File: config.mk
export PLATFORM = sky130hd
export DESIGN_NAME = hdu_fwd_ctrl
export DESIGN_NICKNAME = d
export VERILOG_FILES = /design/src/rtl/hdu_pkg.sv /design/src/rtl/hdu_fwd_sel.sv /design/src/rtl/hdu_fwd_ctrl.sv
export SDC_FILE = /design/constraint.sdc
export NUM_CORES = 1
export LEC_CHECK = 0
export CORE_UTILIZATION = 46
export CTS_CLUSTER_SIZE = 20
export DETAILED_ROUTE_END_ITERATION = 16
export HOLD_SLACK_MARGIN = 0.06
export PLACE_DENSITY_LB_ADDON = 0.3
export SETUP_SLACK_MARGIN = 0.1
export SYNTH_ARGS = -nofsm -noshare
export SYNTH_HDL_FRONTEND = slang
export SYNTH_SLANG_ARGS = --single-unit
File: constraint.sdc
create_clock -name i_clk -period 2.65 [get_ports i_clk]
set_input_delay 0.53 -clock i_clk [delete_from_list [all_inputs] [get_ports i_clk]]
set_output_delay 0.53 -clock i_clk [all_outputs]
set_load 0.03 [all_outputs]
File: src/rtl/hdu_pkg.sv
// Shared types, pipeline-control encodings and the saturating-counter helper
// for the hazard/forwarding controller.
package hdu_pkg;

  typedef enum logic [1:0] {
    FWD_RF    = 2'b00,
    FWD_EXMEM = 2'b01,
    FWD_MEMWB = 2'b10
  } fwd_sel_e;

  typedef enum logic {
    S_RUN,
    S_HOLD
  } hdu_state_e;

  typedef struct packed {
    logic pc_wren;
    logic ifid_wren;
    logic idex_wren;
    logic exmem_wren;
    logic memwb_wren;
    logic ifid_clear;
    logic idex_clear;
    logic exmem_clear;
  } pipe_ctrl_t;

  localparam pipe_ctrl_t CTRL_RUN    = 8'b11111_000;
  localparam pipe_ctrl_t CTRL_STALL  = 8'b00111_010;
  localparam pipe_ctrl_t CTRL_FLUSH  = 8'b11111_111;
  localparam pipe_ctrl_t CTRL_FREEZE = 8'b00000_000;
  localparam pipe_ctrl_t CTRL_RESET  = 8'b01111_111;

  localparam int unsigned MAX_CNT_W = 32;

  // Increment that sticks at the all-ones value of a 'width'-bit counter.
  function automatic logic [MAX_CNT_W-1:0] sat_inc(input logic [MAX_CNT_W-1:0] val,
                                                   input int unsigned        width);
    logic [MAX_CNT_W:0] ones;
    ones = ({{MAX_CNT_W{1'b0}}, 1'b1} << width) - {{MAX_CNT_W{1'b0}}, 1'b1};
    return (val == ones[MAX_CNT_W-1:0]) ? val : val + {{(MAX_CNT_W-1){1'b0}}, 1'b1};
  endfunction

endpackage

File: src/rtl/hdu_fwd_sel.sv
// Bypass select for one EX-stage operand; the younger EXMEM result wins over MEMWB.
module hdu_fwd_sel
  import hdu_pkg::*;
#(
  parameter int unsigned REG_AW = 5
) (
  input  logic [REG_AW-1:0] rs_i,
  input  logic [REG_AW-1:0] exmem_rd_i,
  input  logic              exmem_rdwren_i,
  input  logic              exmem_is_load_i,
  input  logic [REG_AW-1:0] memwb_rd_i,
  input  logic              memwb_rdwren_i,
  output fwd_sel_e          sel_o
);

  logic exmem_hit;
  logic memwb_hit;

  assign exmem_hit = exmem_rdwren_i && (exmem_rd_i != '0) && (exmem_rd_i == rs_i);
  assign memwb_hit = memwb_rdwren_i && (memwb_rd_i != '0) && (memwb_rd_i == rs_i);

  // Load data is not ready in EXMEM, so that case falls through to MEMWB.
  always_comb begin
    sel_o = FWD_RF;
    if (exmem_hit && !exmem_is_load_i) begin
      sel_o = FWD_EXMEM;
    end else if (memwb_hit) begin
      sel_o = FWD_MEMWB;
    end
  end

endmodule

File: src/rtl/hdu_fwd_ctrl.sv
// Hazard/forwarding controller for the 5-stage RV32I pipeline: stall/flush/freeze
// control, load-use hold FSM, EX operand bypass selects and perf counters.
module hdu_fwd_ctrl
  import hdu_pkg::*;
#(
  parameter bit          FWD_EN    = 1'b1,
  parameter int unsigned LOAD_LAT  = 2,
  parameter bit          RF_WFIRST = 1'b1,
  parameter int unsigned REG_AW    = 5,
  parameter int unsigned CNT_W     = 16
) (
  input  logic              i_clk,
  input  logic              i_reset,
  input  logic              i_sram_stall,
  input  logic              i_exmem_pcsel,
  input  logic              i_exmem_is_br,
  input  logic              i_exmem_is_uncbr,
  input  logic [REG_AW-1:0] i_ifid_rs1,
  input  logic [REG_AW-1:0] i_ifid_rs2,
  input  logic              i_ifid_rs1_used,
  input  logic              i_ifid_rs2_used,
  input  logic [REG_AW-1:0] i_idex_rs1,
  input  logic [REG_AW-1:0] i_idex_rs2,
  input  logic [REG_AW-1:0] i_idex_rd,
  input  logic [REG_AW-1:0] i_exmem_rd,
  input  logic [REG_AW-1:0] i_memwb_rd,
  input  logic              i_idex_rdwren,
  input  logic              i_exmem_rdwren,
  input  logic              i_memwb_rdwren,
  input  logic              i_idex_is_load,
  input  logic              i_exmem_is_load,
  input  logic              i_cnt_clr,
  output logic              o_pc_wren,
  output logic              o_ifid_wren,
  output logic              o_idex_wren,
  output logic              o_exmem_wren,
  output logic              o_memwb_wren,
  output logic              o_ifid_clear,
  output logic              o_idex_clear,
  output logic              o_exmem_clear,
  output logic [1:0]        o_fwd_a_sel,
  output logic [1:0]        o_fwd_b_sel,
  output logic [CNT_W-1:0]  o_stall_cnt,
  output logic [CNT_W-1:0]  o_sram_cnt,
  output logic [CNT_W-1:0]  o_flush_cnt
);

  function automatic logic hit(input logic              used,
                               input logic              wren,
                               input logic [REG_AW-1:0] rs,
                               input logic [REG_AW-1:0] rd);
    return used && wren && (rd != '0) && (rd == rs);
  endfunction

  function automatic logic [CNT_W-1:0] inc(input logic [CNT_W-1:0] v);
    return CNT_W'(sat_inc(MAX_CNT_W'(v), CNT_W));
  endfunction

  hdu_state_e       state_q, state_d;
  logic [1:0]       cnt_q, cnt_d;
  logic [CNT_W-1:0] stall_cnt_q, stall_cnt_d;
  logic [CNT_W-1:0] sram_cnt_q, sram_cnt_d;
  logic [CNT_W-1:0] flush_cnt_q, flush_cnt_d;
  pipe_ctrl_t       ctrl;
  fwd_sel_e         fwd_a, fwd_b;
  logic             flush, raw_hit, idex_hit, exmem_hit, memwb_hit, load_use;
  logic             stall, freeze_act, flush_act;

  assign flush = i_exmem_pcsel && (i_exmem_is_br || i_exmem_is_uncbr);

  always_comb begin
    idex_hit  = hit(i_ifid_rs1_used, i_idex_rdwren, i_ifid_rs1, i_idex_rd) ||
                hit(i_ifid_rs2_used, i_idex_rdwren, i_ifid_rs2, i_idex_rd);
    exmem_hit = hit(i_ifid_rs1_used, i_exmem_rdwren, i_ifid_rs1, i_exmem_rd) ||
                hit(i_ifid_rs2_used, i_exmem_rdwren, i_ifid_rs2, i_exmem_rd);
    memwb_hit = hit(i_ifid_rs1_used, i_memwb_rdwren, i_ifid_rs1, i_memwb_rd) ||
                hit(i_ifid_rs2_used, i_memwb_rdwren, i_ifid_rs2, i_memwb_rd);
    raw_hit   = idex_hit || exmem_hit || (!RF_WFIRST && memwb_hit);
    load_use  = (i_idex_is_load && idex_hit) ||
                ((LOAD_LAT >= 2) && i_exmem_is_load && exmem_hit);
  end

  always_comb begin
    state_d    = state_q;
    cnt_d      = cnt_q;
    ctrl       = CTRL_RUN;
    stall      = 1'b0;
    freeze_act = 1'b0;
    flush_act  = 1'b0;
    if (!i_reset) begin
      ctrl    = CTRL_RESET;
      state_d = S_RUN;
      cnt_d   = '0;
    end else if (i_sram_stall) begin
      ctrl       = CTRL_FREEZE;
      freeze_act = 1'b1;
    end else if (flush) begin
      ctrl      = CTRL_FLUSH;
      flush_act = 1'b1;
      state_d   = S_RUN;
      cnt_d     = '0;
    end else if (!FWD_EN) begin
      stall = raw_hit;
    end else if (state_q == S_HOLD) begin
      // Remaining bubbles are counted out without re-checking the hazard.
      stall = 1'b1;
      cnt_d = cnt_q - 2'd1;
      if (cnt_q == 2'd1) begin
        state_d = S_RUN;
      end
    end else if (load_use) begin
      stall = 1'b1;
      if (LOAD_LAT > 1) begin
        state_d = S_HOLD;
        cnt_d   = 2'(LOAD_LAT - 1);
      end
    end
    if (stall) begin
      ctrl = CTRL_STALL;
    end
  end

  always_comb begin
    stall_cnt_d = stall_cnt_q;
    sram_cnt_d  = sram_cnt_q;
    flush_cnt_d = flush_cnt_q;
    if (i_cnt_clr) begin
      stall_cnt_d = '0;
      sram_cnt_d  = '0;
      flush_cnt_d = '0;
    end else begin
      if (stall)      stall_cnt_d = inc(stall_cnt_q);
      if (freeze_act) sram_cnt_d  = inc(sram_cnt_q);
      if (flush_act)  flush_cnt_d = inc(flush_cnt_q);
    end
  end

  always_ff @(posedge i_clk) begin
    if (!i_reset) begin
      state_q     <= S_RUN;
      cnt_q       <= '0;
      stall_cnt_q <= '0;
      sram_cnt_q  <= '0;
      flush_cnt_q <= '0;
    end else begin
      state_q     <= state_d;
      cnt_q       <= cnt_d;
      stall_cnt_q <= stall_cnt_d;
      sram_cnt_q  <= sram_cnt_d;
      flush_cnt_q <= flush_cnt_d;
    end
  end

  hdu_fwd_sel #(
    .REG_AW(REG_AW)
  ) u_fwd_a (
    .rs_i           (i_idex_rs1),
    .exmem_rd_i     (i_exmem_rd),
    .exmem_rdwren_i (i_exmem_rdwren),
    .exmem_is_load_i(i_exmem_is_load),
    .memwb_rd_i     (i_memwb_rd),
    .memwb_rdwren_i (i_memwb_rdwren),
    .sel_o          (fwd_a)
  );

  hdu_fwd_sel #(
    .REG_AW(REG_AW)
  ) u_fwd_b (
    .rs_i           (i_idex_rs2),
    .exmem_rd_i     (i_exmem_rd),
    .exmem_rdwren_i (i_exmem_rdwren),
    .exmem_is_load_i(i_exmem_is_load),
    .memwb_rd_i     (i_memwb_rd),
    .memwb_rdwren_i (i_memwb_rdwren),
    .sel_o          (fwd_b)
  );

  assign o_fwd_a_sel   = (FWD_EN && i_reset) ? fwd_a : FWD_RF;
  assign o_fwd_b_sel   = (FWD_EN && i_reset) ? fwd_b : FWD_RF;
  assign o_pc_wren     = ctrl.pc_wren;
  assign o_ifid_wren   = ctrl.ifid_wren;
  assign o_idex_wren   = ctrl.idex_wren;
  assign o_exmem_wren  = ctrl.exmem_wren;
  assign o_memwb_wren  = ctrl.memwb_wren;
  assign o_ifid_clear  = ctrl.ifid_clear;
  assign o_idex_clear  = ctrl.idex_clear;
  assign o_exmem_clear = ctrl.exmem_clear;
  assign o_stall_cnt   = stall_cnt_q;
  assign o_sram_cnt    = sram_cnt_q;
  assign o_flush_cnt   = flush_cnt_q;

endmodule
==> impl_metrics.json <==
{
  "hold_path_class": "flip-flop to flip-flop",
  "cts_buffers": 5,
  "ys.warnings.count": 0,
  "finalHoldViolations": 0,
  "avgSynthCellArea_um2": 8.17,
  "antenna_found_initial": 0,
  "die_area_um2": 7300,
  "core.rowCount": 30,
  "cts.clk_slew.worst_paths_ps": 100,
  "grt_pass1_wl_um": 14600,
  "ir_drop_mv": 0.274,
  "grt_pass1_vias": 3275,
  "syn_to_final_growth_pct": 51.9,
  "worst_pin_slew_ps": 488,
  "synthFlopType": "dfxtp_1",
  "clk_latency_ps": 310,
  "violations": "setup timing",
  "synth_top_family_by_area": "simple AND/OR/NAND/NOR gates",
  "layout.nets": 594,
  "grt-ovfl-total": 0,
  "cap_violations": 0,
  "total_power_uw": 1550,
  "finalSetupViolations": 1,
  "cts_tree": "yes",
  "synthSimpleGateAreaFrac": 0.291,
  "rsz0062_at_grt": "yes",
  "fmax_mhz": 374,
  "design.core.area_um2": 6760,
  "dr.pass1.iters": 4,
  "required_ps": 2120,
  "synthesis.area_um2": 3200,
  "synth_fa_ha_area_frac": 0.0156,
  "p_leak_uw": 0.00175,
  "wl_met1_um": 3870,
  "synth-compound-area-share": 0.130,
  "totalWireLength_um": 9240,
  "status": "finished, violations left",
  "cts_buffer_depth": 2,
  "synth_edf_count": 0,
  "p_per_area_nw_per_um2": 320,
  "synth_mux_area_frac": 0.00625,
  "criticalPathCategory": "input port to primary output",
  "ys_ff_latch": 51,
  "highest_layer": "met4",
  "start_util": 0.474,
  "worstPathArrival_ps": 2140,
  "cts-root-buf": "clkbuf_8",
  "cts-htree-levels": 2,
  "place_congestion": 0.898,
  "detail_route.wl_per_cell_um": 14.9,
  "worst_slack_ps": -24.4,
  "die_height_um": 85.4,
  "whs_ps": 521,
  "yosysSeqAreaShare": 0.319,
  "drive_gt1_frac": 0.244,
  "drc": 0,
  "end_kind": "primary output",
  "layout_commonest_cell": "clkdlybuf4s50_1",
  "n_antenna_cell": 0,
  "drt_iter0_drc": 116,
  "viasPerCell": 5.60,
  "period_share": 1.01,
  "synthXorXnorAreaFrac": 0.180,
  "wl_met3_um": 408,
  "io_buffers": 108,
  "cp-start-kind": "input port",
  "dp_hpwl_um": 6790,
  "syn-num-nets": 445,
  "slew_violations": 0,
  "die_w_um": 85.4,
  "clock_skew_ps": 8.55,
  "grt_max_degree": 29,
  "async_flop_share": 0,
  "final_cell_mix": "clkdlybuf4s50_1, buf_4, dfxtp_1",
  "relSlewSlack": 0.674,
  "ys_types": 50,
  "cts.sinks": 51,
  "postCtsHoldBufs": 0,
  "layout_min_cycle_time_ps": 2670,
  "pin_count": 109,
  "track_usage": 0.246,
  "dr_wl_met2_um": 4640,
  "ant_nets": 0,
  "vias": 3484,
  "synthCells": 392,
  "cp_max_fo": 4
}
## cells in the mapped netlist (all sizes together) (5+ instances only)
master	number	area (um^2)
or4	17	131
nor4	10	68.8
nand4	11	68.8
o31ai	11	82.6
clkbuf	10	37.5
xor2	32	288
and2	9	57.6
buf	11	103
nand3	31	155
dfxtp	51	1020
xnor2	33	289
nand2	21	78.8
nor3	7	35.0
and3	7	43.8
nor2	41	154
o21ai	13	65.1
a21oi	21	105
or3	5	31.3
inv	12	45.0
## layer usage
| layer | vias up | track usage |
|---|---|---|
| met1 | 1633 | 0.290 |
| li1 | 1698 | - |
| met2 | 121 | 0.431 |
| met3 | 32 | 0.0447 |
| met5 | - | 0 |
| met4 | 0 | 0.117 |
## cell families (layout without fill, tap and decap cells)
logic type	Yosys count	in the layout
AOI/OAI and AO/OA	64	64
xor gates and xnor gates	65	65
adders and majority gates	4	4
buffers and inverters	33	183
DFF	51	51
muxes	2	2
and+or+nand+nor	173	173
## state kept, by name (all words and copies together) (netlist names)
| name | count |
|---|---|
| o_flush_cnt | 16 |
| o_sram_cnt | 16 |
| o_stall_cnt | 16 |
| cnt_q | 2 |
| state_q | 1 |
## area by class of cell
cell class	instances	area, um^2
clock buffer	5	68.8
sequential	51	1020
multi-input combinational	308	2180
fill	536	1890
clock inverter	3	18.8
tap	80	100
inverter	12	45.0
timing repair buffer	163	1430
## final timing paths
kind                   from             end  slack, ps  cells past startpoint
max reg2reg   o_sram_cnt[3]  o_sram_cnt[10]        650                      7
min          o_stall_cnt[5]  o_stall_cnt[5]        520                      2
max           i_exmem_rd[3]    o_idex_clear        -20                      8
min reg2reg  o_stall_cnt[5]  o_stall_cnt[5]        520                      2
## repair_timing
| item | in CTS | in global routing |
|---|---|---|
| endpoints found under the setup margin | 18 | 7 |
| buffers inserted | 3 | 4 |
| endpoints found under the hold margin | 0 | 0 |
| pin swaps | 22 | 27 |
| resized for setup | 105 | 52 |
## where the power goes
| part | switching, uW | total, uW | internal (uW) |
|---|---|---|---|
| Clock | 278 | 464 | 187 |
| Combinational | 156 | 320 | 164 |
| Sequential | 1.70 | 769 | 767 |
| Total | 436 | 1550 | 1120 |
## through the flow
step           worst slack, ps  setup TNS, ps  instance area, um^2  instances  utilization
2_1_floorplan             83.8              0                 3250        392            -
3_3_place_gp              -543          -5830                 4630        608        0.686
3_5_place_dp              -634          -7100                 4630        608        0.686
4_1_cts                   9.70              0                 4770        619        0.706
5_1_grt                  -75.4           -103                 4860        622        0.720
6_report                 -24.4          -24.4                 4860        622        0.720
## worst max-delay path: stages
cell and delay, ps:
buf_8 100, or4_4 550, o211ai_2 220, buf_4 140, nor2_1 40, nor4_1 220
o21ai_1 140, buf_2 200
Note: power is estimated with default switching activity, not from simulation.
